[src/rtl/ref_fetch_pkg.sv]
// Shared constants, state encoding and burst sizing for the reference fetch scheduler.
package ref_fetch_pkg;

    localparam int unsigned BLOCK_BYTES    = 32;
    localparam int unsigned BLOCK_SHIFT    = 5;
    localparam int unsigned BOUNDARY_BYTES = 4096;
    localparam int unsigned ID_W           = 6;
    localparam int unsigned LEN_W          = 8;
    localparam int unsigned ADDR_W         = 32;
    localparam int unsigned DATA_W         = 256;

    typedef enum logic [1:0] {
        IDLE,
        ISSUE,
        DRAIN
    } state_e;

    // Beats in the next burst: capped by the burst limit, the blocks left and the 4 KB page.
    function automatic logic [31:0] burst_beats(input logic [11:0] addr_lo,
                                                input logic [31:0] remaining,
                                                input logic [31:0] max_burst);
        logic [12:0] room_bytes;
        logic [31:0] beats;
        room_bytes = 13'(BOUNDARY_BYTES) - {1'b0, addr_lo};
        beats      = 32'(room_bytes >> BLOCK_SHIFT);
        if (remaining < beats) beats = remaining;
        if (max_burst < beats) beats = max_burst;
        return beats;
    endfunction

endpackage

[src/rtl/ref_skid_buffer.sv]
// Two-entry valid/ready skid register; both the output and the input ready are registered.
module ref_skid_buffer
    import ref_fetch_pkg::*;
(
    input  logic              clk,
    input  logic              rst,
    input  logic [DATA_W-1:0] in_data_i,
    input  logic              in_valid_i,
    output logic              in_rdy_o,
    output logic [DATA_W-1:0] out_data_o,
    output logic              out_valid_o,
    input  logic              out_rdy_i
);

    logic [1:0]        count_q, count_d;
    logic [DATA_W-1:0] head_q, head_d;
    logic [DATA_W-1:0] tail_q, tail_d;
    logic              out_valid_q, out_valid_d;
    logic              in_rdy_q, in_rdy_d;
    logic              push, pop;
    logic [1:0]        wr_slot;

    // Head always drives the output; a push lands in the first free slot after any pop.
    always_comb begin
        push    = in_valid_i && in_rdy_q;
        pop     = out_valid_q && out_rdy_i;
        head_d  = head_q;
        tail_d  = tail_q;
        wr_slot = count_q - 2'(pop);
        if (pop) head_d = tail_q;
        if (push) begin
            if (wr_slot == 2'd0) head_d = in_data_i;
            else                 tail_d = in_data_i;
        end
        count_d     = count_q + 2'(push) - 2'(pop);
        out_valid_d = (count_d != 2'd0);
        in_rdy_d    = (count_d != 2'd2);
    end

    always_ff @(posedge clk) begin
        if (rst) begin
            count_q     <= 2'd0;
            head_q      <= '0;
            tail_q      <= '0;
            out_valid_q <= 1'b0;
            in_rdy_q    <= 1'b1;
        end else begin
            count_q     <= count_d;
            head_q      <= head_d;
            tail_q      <= tail_d;
            out_valid_q <= out_valid_d;
            in_rdy_q    <= in_rdy_d;
        end
    end

    assign in_rdy_o    = in_rdy_q;
    assign out_data_o  = head_q;
    assign out_valid_o = out_valid_q;

endmodule

[src/rtl/ref_fetch_scheduler.sv]
// Splits a "fetch N blocks from A" command into credit-gated, 4 KB-safe AXI read bursts
// and returns the data beats in order through a skid stage.
module ref_fetch_scheduler
    import ref_fetch_pkg::*;
#(
    parameter int unsigned MAX_BURST  = 16,
    parameter int unsigned MAX_CREDIT = 64
) (
    input  logic              clk,
    input  logic              rst,
    input  logic              start_in,
    input  logic [31:0]       base_addr_in,
    input  logic [31:0]       num_blocks_in,
    output logic              busy_out,
    output logic              done_out,
    output logic [ID_W-1:0]   rd_id_out,
    output logic [ADDR_W-1:0] rd_addr_out,
    output logic [LEN_W-1:0]  rd_len_out,
    output logic              rd_info_valid_out,
    input  logic              rd_info_rdy_in,
    input  logic [DATA_W-1:0] rd_data_in,
    input  logic              rd_data_valid_in,
    output logic              rd_data_rdy_out,
    output logic [DATA_W-1:0] blk_data_out,
    output logic              blk_valid_out,
    input  logic              blk_rdy_in
);

    state_e            state_q, state_d;
    logic [ADDR_W-1:0] addr_q, addr_d;
    logic [31:0]       remaining_q, remaining_d;
    logic [31:0]       num_blocks_q, num_blocks_d;
    logic [31:0]       delivered_q, delivered_d;
    logic [31:0]       credit_q, credit_d;
    logic [ID_W-1:0]   id_q, id_d;
    logic [LEN_W-1:0]  len_q, len_d;
    logic              req_valid_q, req_valid_d;
    logic              busy_q, busy_d;
    logic              done_q, done_d;
    logic              req_hs, req_hold, blk_hs, blk_valid, skid_in_valid;
    logic [31:0]       cur_beats, next_beats;

    // Beats arriving in IDLE are strays from before a reset: accept and drop them.
    assign skid_in_valid = rd_data_valid_in && (state_q != IDLE);

    ref_skid_buffer u_skid (
        .clk        (clk),
        .rst        (rst),
        .in_data_i  (rd_data_in),
        .in_valid_i (skid_in_valid),
        .in_rdy_o   (rd_data_rdy_out),
        .out_data_o (blk_data_out),
        .out_valid_o(blk_valid),
        .out_rdy_i  (blk_rdy_in)
    );

    assign blk_hs = blk_valid && blk_rdy_in;

    always_comb begin
        req_hs       = req_valid_q && rd_info_rdy_in;
        req_hold     = req_valid_q && !rd_info_rdy_in;
        cur_beats    = 32'(len_q) + 32'd1;
        state_d      = state_q;
        addr_d       = addr_q;
        remaining_d  = remaining_q;
        num_blocks_d = num_blocks_q;
        delivered_d  = delivered_q + 32'(blk_hs);
        credit_d     = credit_q - 32'(blk_hs);
        id_d         = id_q;
        len_d        = len_q;
        req_valid_d  = 1'b0;
        busy_d       = busy_q;
        done_d       = 1'b0;
        next_beats   = '0;

        if (req_hs) begin
            addr_d      = addr_q + (cur_beats << BLOCK_SHIFT);
            remaining_d = remaining_q - cur_beats;
            credit_d    = credit_d + cur_beats;
            id_d        = id_q + ID_W'(1);
        end

        unique case (state_q)
            IDLE: begin
                if (start_in) begin
                    addr_d       = base_addr_in & ~ADDR_W'(BLOCK_BYTES - 1);
                    remaining_d  = num_blocks_in;
                    num_blocks_d = num_blocks_in;
                    delivered_d  = '0;
                    busy_d       = 1'b1;
                    state_d      = (num_blocks_in == '0) ? DRAIN : ISSUE;
                end
            end
            ISSUE: begin
                if (remaining_d == '0) state_d = DRAIN;
            end
            DRAIN: begin
                if (delivered_d == num_blocks_q) begin
                    state_d = IDLE;
                    busy_d  = 1'b0;
                    done_d  = 1'b1;
                end
            end
            default: state_d = IDLE;
        endcase

        // Next request is sized from post-handshake values so valid can stay high back to back.
        next_beats = burst_beats(addr_d[11:0], remaining_d, MAX_BURST);
        if (req_hold) begin
            req_valid_d = 1'b1;
        end else if (state_d == ISSUE && remaining_d != '0 &&
                     credit_d + next_beats <= MAX_CREDIT) begin
            req_valid_d = 1'b1;
            len_d       = LEN_W'(next_beats - 32'd1);
        end
    end

    always_ff @(posedge clk) begin
        if (rst) begin
            state_q      <= IDLE;
            addr_q       <= '0;
            remaining_q  <= '0;
            num_blocks_q <= '0;
            delivered_q  <= '0;
            credit_q     <= '0;
            id_q         <= '0;
            len_q        <= '0;
            req_valid_q  <= 1'b0;
            busy_q       <= 1'b0;
            done_q       <= 1'b0;
        end else begin
            state_q      <= state_d;
            addr_q       <= addr_d;
            remaining_q  <= remaining_d;
            num_blocks_q <= num_blocks_d;
            delivered_q  <= delivered_d;
            credit_q     <= credit_d;
            id_q         <= id_d;
            len_q        <= len_d;
            req_valid_q  <= req_valid_d;
            busy_q       <= busy_d;
            done_q       <= done_d;
        end
    end

    assign busy_out          = busy_q;
    assign done_out          = done_q;
    assign rd_id_out         = id_q;
    assign rd_addr_out       = addr_q;
    assign rd_len_out        = len_q;
    assign rd_info_valid_out = req_valid_q;
    assign blk_valid_out     = blk_valid;

endmodule

[config.mk]
export PLATFORM = sky130hd
export DESIGN_NAME = ref_fetch_scheduler
export DESIGN_NICKNAME = d
export VERILOG_FILES = /design/src/rtl/ref_fetch_pkg.sv /design/src/rtl/ref_skid_buffer.sv /design/src/rtl/ref_fetch_scheduler.sv
export SDC_FILE = /design/constraint.sdc
export NUM_CORES = 2
export LEC_CHECK = 0
export ABC_AREA = 0
export CAP_MARGIN = 20
export CORE_AREA = 10 10 363 330
export CTS_CLUSTER_DIAMETER = 120
export CTS_CLUSTER_SIZE = 28
export DETAILED_ROUTE_END_ITERATION = 8
export DIE_AREA = 0 0 373 340
export SETUP_SLACK_MARGIN = 0.4
export SYNTH_ARGS = -nofsm -noshare
export SYNTH_HDL_FRONTEND = slang
export SYNTH_HIERARCHICAL = 1
export SYNTH_SLANG_ARGS = --single-unit
[constraint.sdc]
create_clock -name clk -period 26.5 [get_ports clk]
set_input_delay 5.3 -clock clk [delete_from_list [all_inputs] [get_ports clk]]
set_output_delay 5.3 -clock clk [all_outputs]
set_load 0.1 [all_outputs]
==> results.tsv <==
metric	value	unit
ys flop type	dfxtp_1	
Peak Freq	0.0711	GHz
drt first-iter violations	2445	
setup bufs post-CTS	0	
r2r worst-path depth	29	
Clock transition at path regs	0.10	ns
Clock Latency Late Sink	0.62	ns
Via density	5.40	
Synth area leader	dfxtp_1	
Rel. slew slack	21.4	%
Seq/Total Area, Yosys	35.8	%
Remaining Overflow, GRT	0	
gp weighted congestion	0.899	
CTS max path bufs	3	
largest net degree at the start of global routing	191	
syn avg cell area	9.10	um2
#FFs+latches synth	695	
first-pass GRT wire length	200000	um
met1 Use GR	25.0	%
Yosys top cell area share	35.8	%
RSZ-0062 raised after global routing	no	
clock tree sinks	695	
Area after DPL	45300	um2
initial antenna violation count	28	
post-cts resize count	0	
initial core utilization	34.6	%
met2 Use GR	32.1	%
share of layout cells above drive strength 1	2.71	%
GRT Max-Usage Layer	met2	
Finish-stage setup viols	0	
Tot GR Track Use	19.4	%
most common cell after layout, fill and taps aside	dfxtp_1	
setup TNS	0	ns
fin area	46400	um2
die width	373	um
vias in the first global route	31800	
via count	33200	
Area growth syn-to-layout	19.5	%
worst-margin pin slew	1.18	ns
DIE HEIGHT	340	um
LEAKAGE	18.9	nW
minimum clock period	14.06	ns
# port buffers	627	
yosys synthesis warning count	6	
drt pass-1 iters	6	
most frequent cells in the layout	dfxtp_1 (695), clkdlybuf4s50_1 (621), a211oi_1 (544)	
Rows	117	
power density cells	78.7	nW/um2
crit path max fanout	20	
# Max-Cap Violations	0	
I/O pins	633	
fin crit share	53.1	%
Critical Path End Type	flip-flop	
Mapped Area	38900	um2
drt drc	0	
# nets final	5032	
Core ar.	112000	um2
VDD IR max	0.0568	mV
CP max stage delay	0.72	ns
H-tree levels	2	
CP arrival	14.52	ns
post-synth cell types	92	
DP Worst Slack	11.98	ns
Crit-path slowest cell	and2_1	
DRT Wirelength	132000	um
hold crit path type	reg2reg	
ranking of synthesized cells by area	dfxtp_1 (36%), mux2i_1 (13%), a211oi_1 (11%)	
met3 Use GR	4.18	%
Routed Antenna Nets	0	
Worst EP required	26.95	ns
WHS Path Cells	2	
clk root buf	clkbuf_16	
Hold Buf Count CTS	0	
Hold Violations, Final	0	
CTS buffer count	34	
Post-synth EDFFs	0	
fin. max-slew vios	0	
DPL Wire Length	91400	um
Mapped Cells	4272	
Die ar.	127000	um2
CTS tree	yes	
crit path setup slack, layout	12.44	ns
status	completed	
Setup CP Type	in2reg	
most used cell, CP	mux2i_1	
WL/cell	21.4	um
Setup crit start kind	input pin	
Synth async-reset ratio	0	%
post-layout util	41.4	%
Setup Skew	0.0356	ns
stage by stage:
step                      cells  power (mW)  hold WS [ns]
after detailed placement   6078        2.99         0.450
final                      6143        3.66         0.467
after CTS                  6126        3.66         0.465
after global placement     6076        2.99         0.449
after global routing       6141        3.83         0.484
after floorplan            4297        2.61         0.437
layout make-up:
| type | count | area, um2 |
|---|---|---|
| sequential | 695 | 13900 |
| clock inverter | 13 | 200 |
| tap | 1487 | 1860 |
| clock buffer | 35 | 865 |
| timing repair buffer | 658 | 6600 |
| multi-input combinational | 3177 | 22700 |
| antenna | 15 | 37.5 |
| fill | 11100 | 65800 |
| inverter | 63 | 236 |
power breakdown:
| part | switching, mW | internal [mW] |
|---|---|---|
| logic | 1.21 | 0.539 |
| clock network | 0.395 | 0.261 |
| registers | 0.0887 | 1.16 |
sequential cells by signal (all words and copies together) (netlist names):
register            count
u_skid/out_data_o     256
u_skid/tail_q         256
credit_q               32
delivered_q            32
num_blocks_q           32
rd_addr_out            32
remaining_q            32
rd_len_out              8
rd_id_out               6
state_q                 2
u_skid/count_q          2
busy_out                1
done_out                1
rd_info_valid_out       1
u_skid/in_rdy_o         1
u_skid/out_valid_o      1
routing by layer:
metal,vias to the layer above,part of all wire [%]
met5,-,0.12
met2,798,47
met4,22,2.9
li1,16200,-
met1,16000,44
met3,143,6.1
worst max-delay path: cells and delay by family:
kind	cells	cell delay [ns]
buf+inv	2	0.76
simple gates	15	4.53
xor+xnor	2	0.29
mux	3	1.11
compound gates	7	1.93
fa+ha+maj	2	0.56
worst paths after layout:
path                                       from                             to  slack, ns
setup / recovery                 rd_info_rdy_in     rd_len_out[1]$_SDFFE_PP0P_      12.44
hold / removal    num_blocks_q[15]$_SDFFE_PP0P_  num_blocks_q[15]$_SDFFE_PP0P_       0.47
setup reg to reg     rd_len_out[0]$_SDFFE_PP0P_     rd_len_out[1]$_SDFFE_PP0P_      17.00
hold reg to reg   num_blocks_q[15]$_SDFFE_PP0P_  num_blocks_q[15]$_SDFFE_PP0P_       0.47
cell usage after synthesis, drive strengths merged (17+ instances only):
cell type	count
dfxtp	695
nor2	193
o31ai	33
nand4	60
nand3	67
and2	22
a211oi	547
nor4	51
a21oi	153
and3	28
nand2	206
buf	157
or4	17
o211ai	18
ha	73
a31oi	27
nor3	76
nor2b	56
o21a	21
o21ai	67
clkbuf	205
nand2b	501
a21o	27
or3	27
inv	62
xor2	64
xnor2	94
mux2i	518
cell families after synthesis:
| logic type | Yosys count | synth area share (%) |
|---|---|---|
| buf+inv | 425 | 6.10 |
| flops | 695 | 35.8 |
| fa+ha+maj | 77 | 2.56 |
| mux | 524 | 13.5 |
| simple gates | 1378 | 19.7 |
| compound gates | 1008 | 18.4 |
| other cells | 1 | 0.00965 |
| xor+xnor | 164 | 3.91 |
No activity file was read; power rests on OpenSTA's default activity.
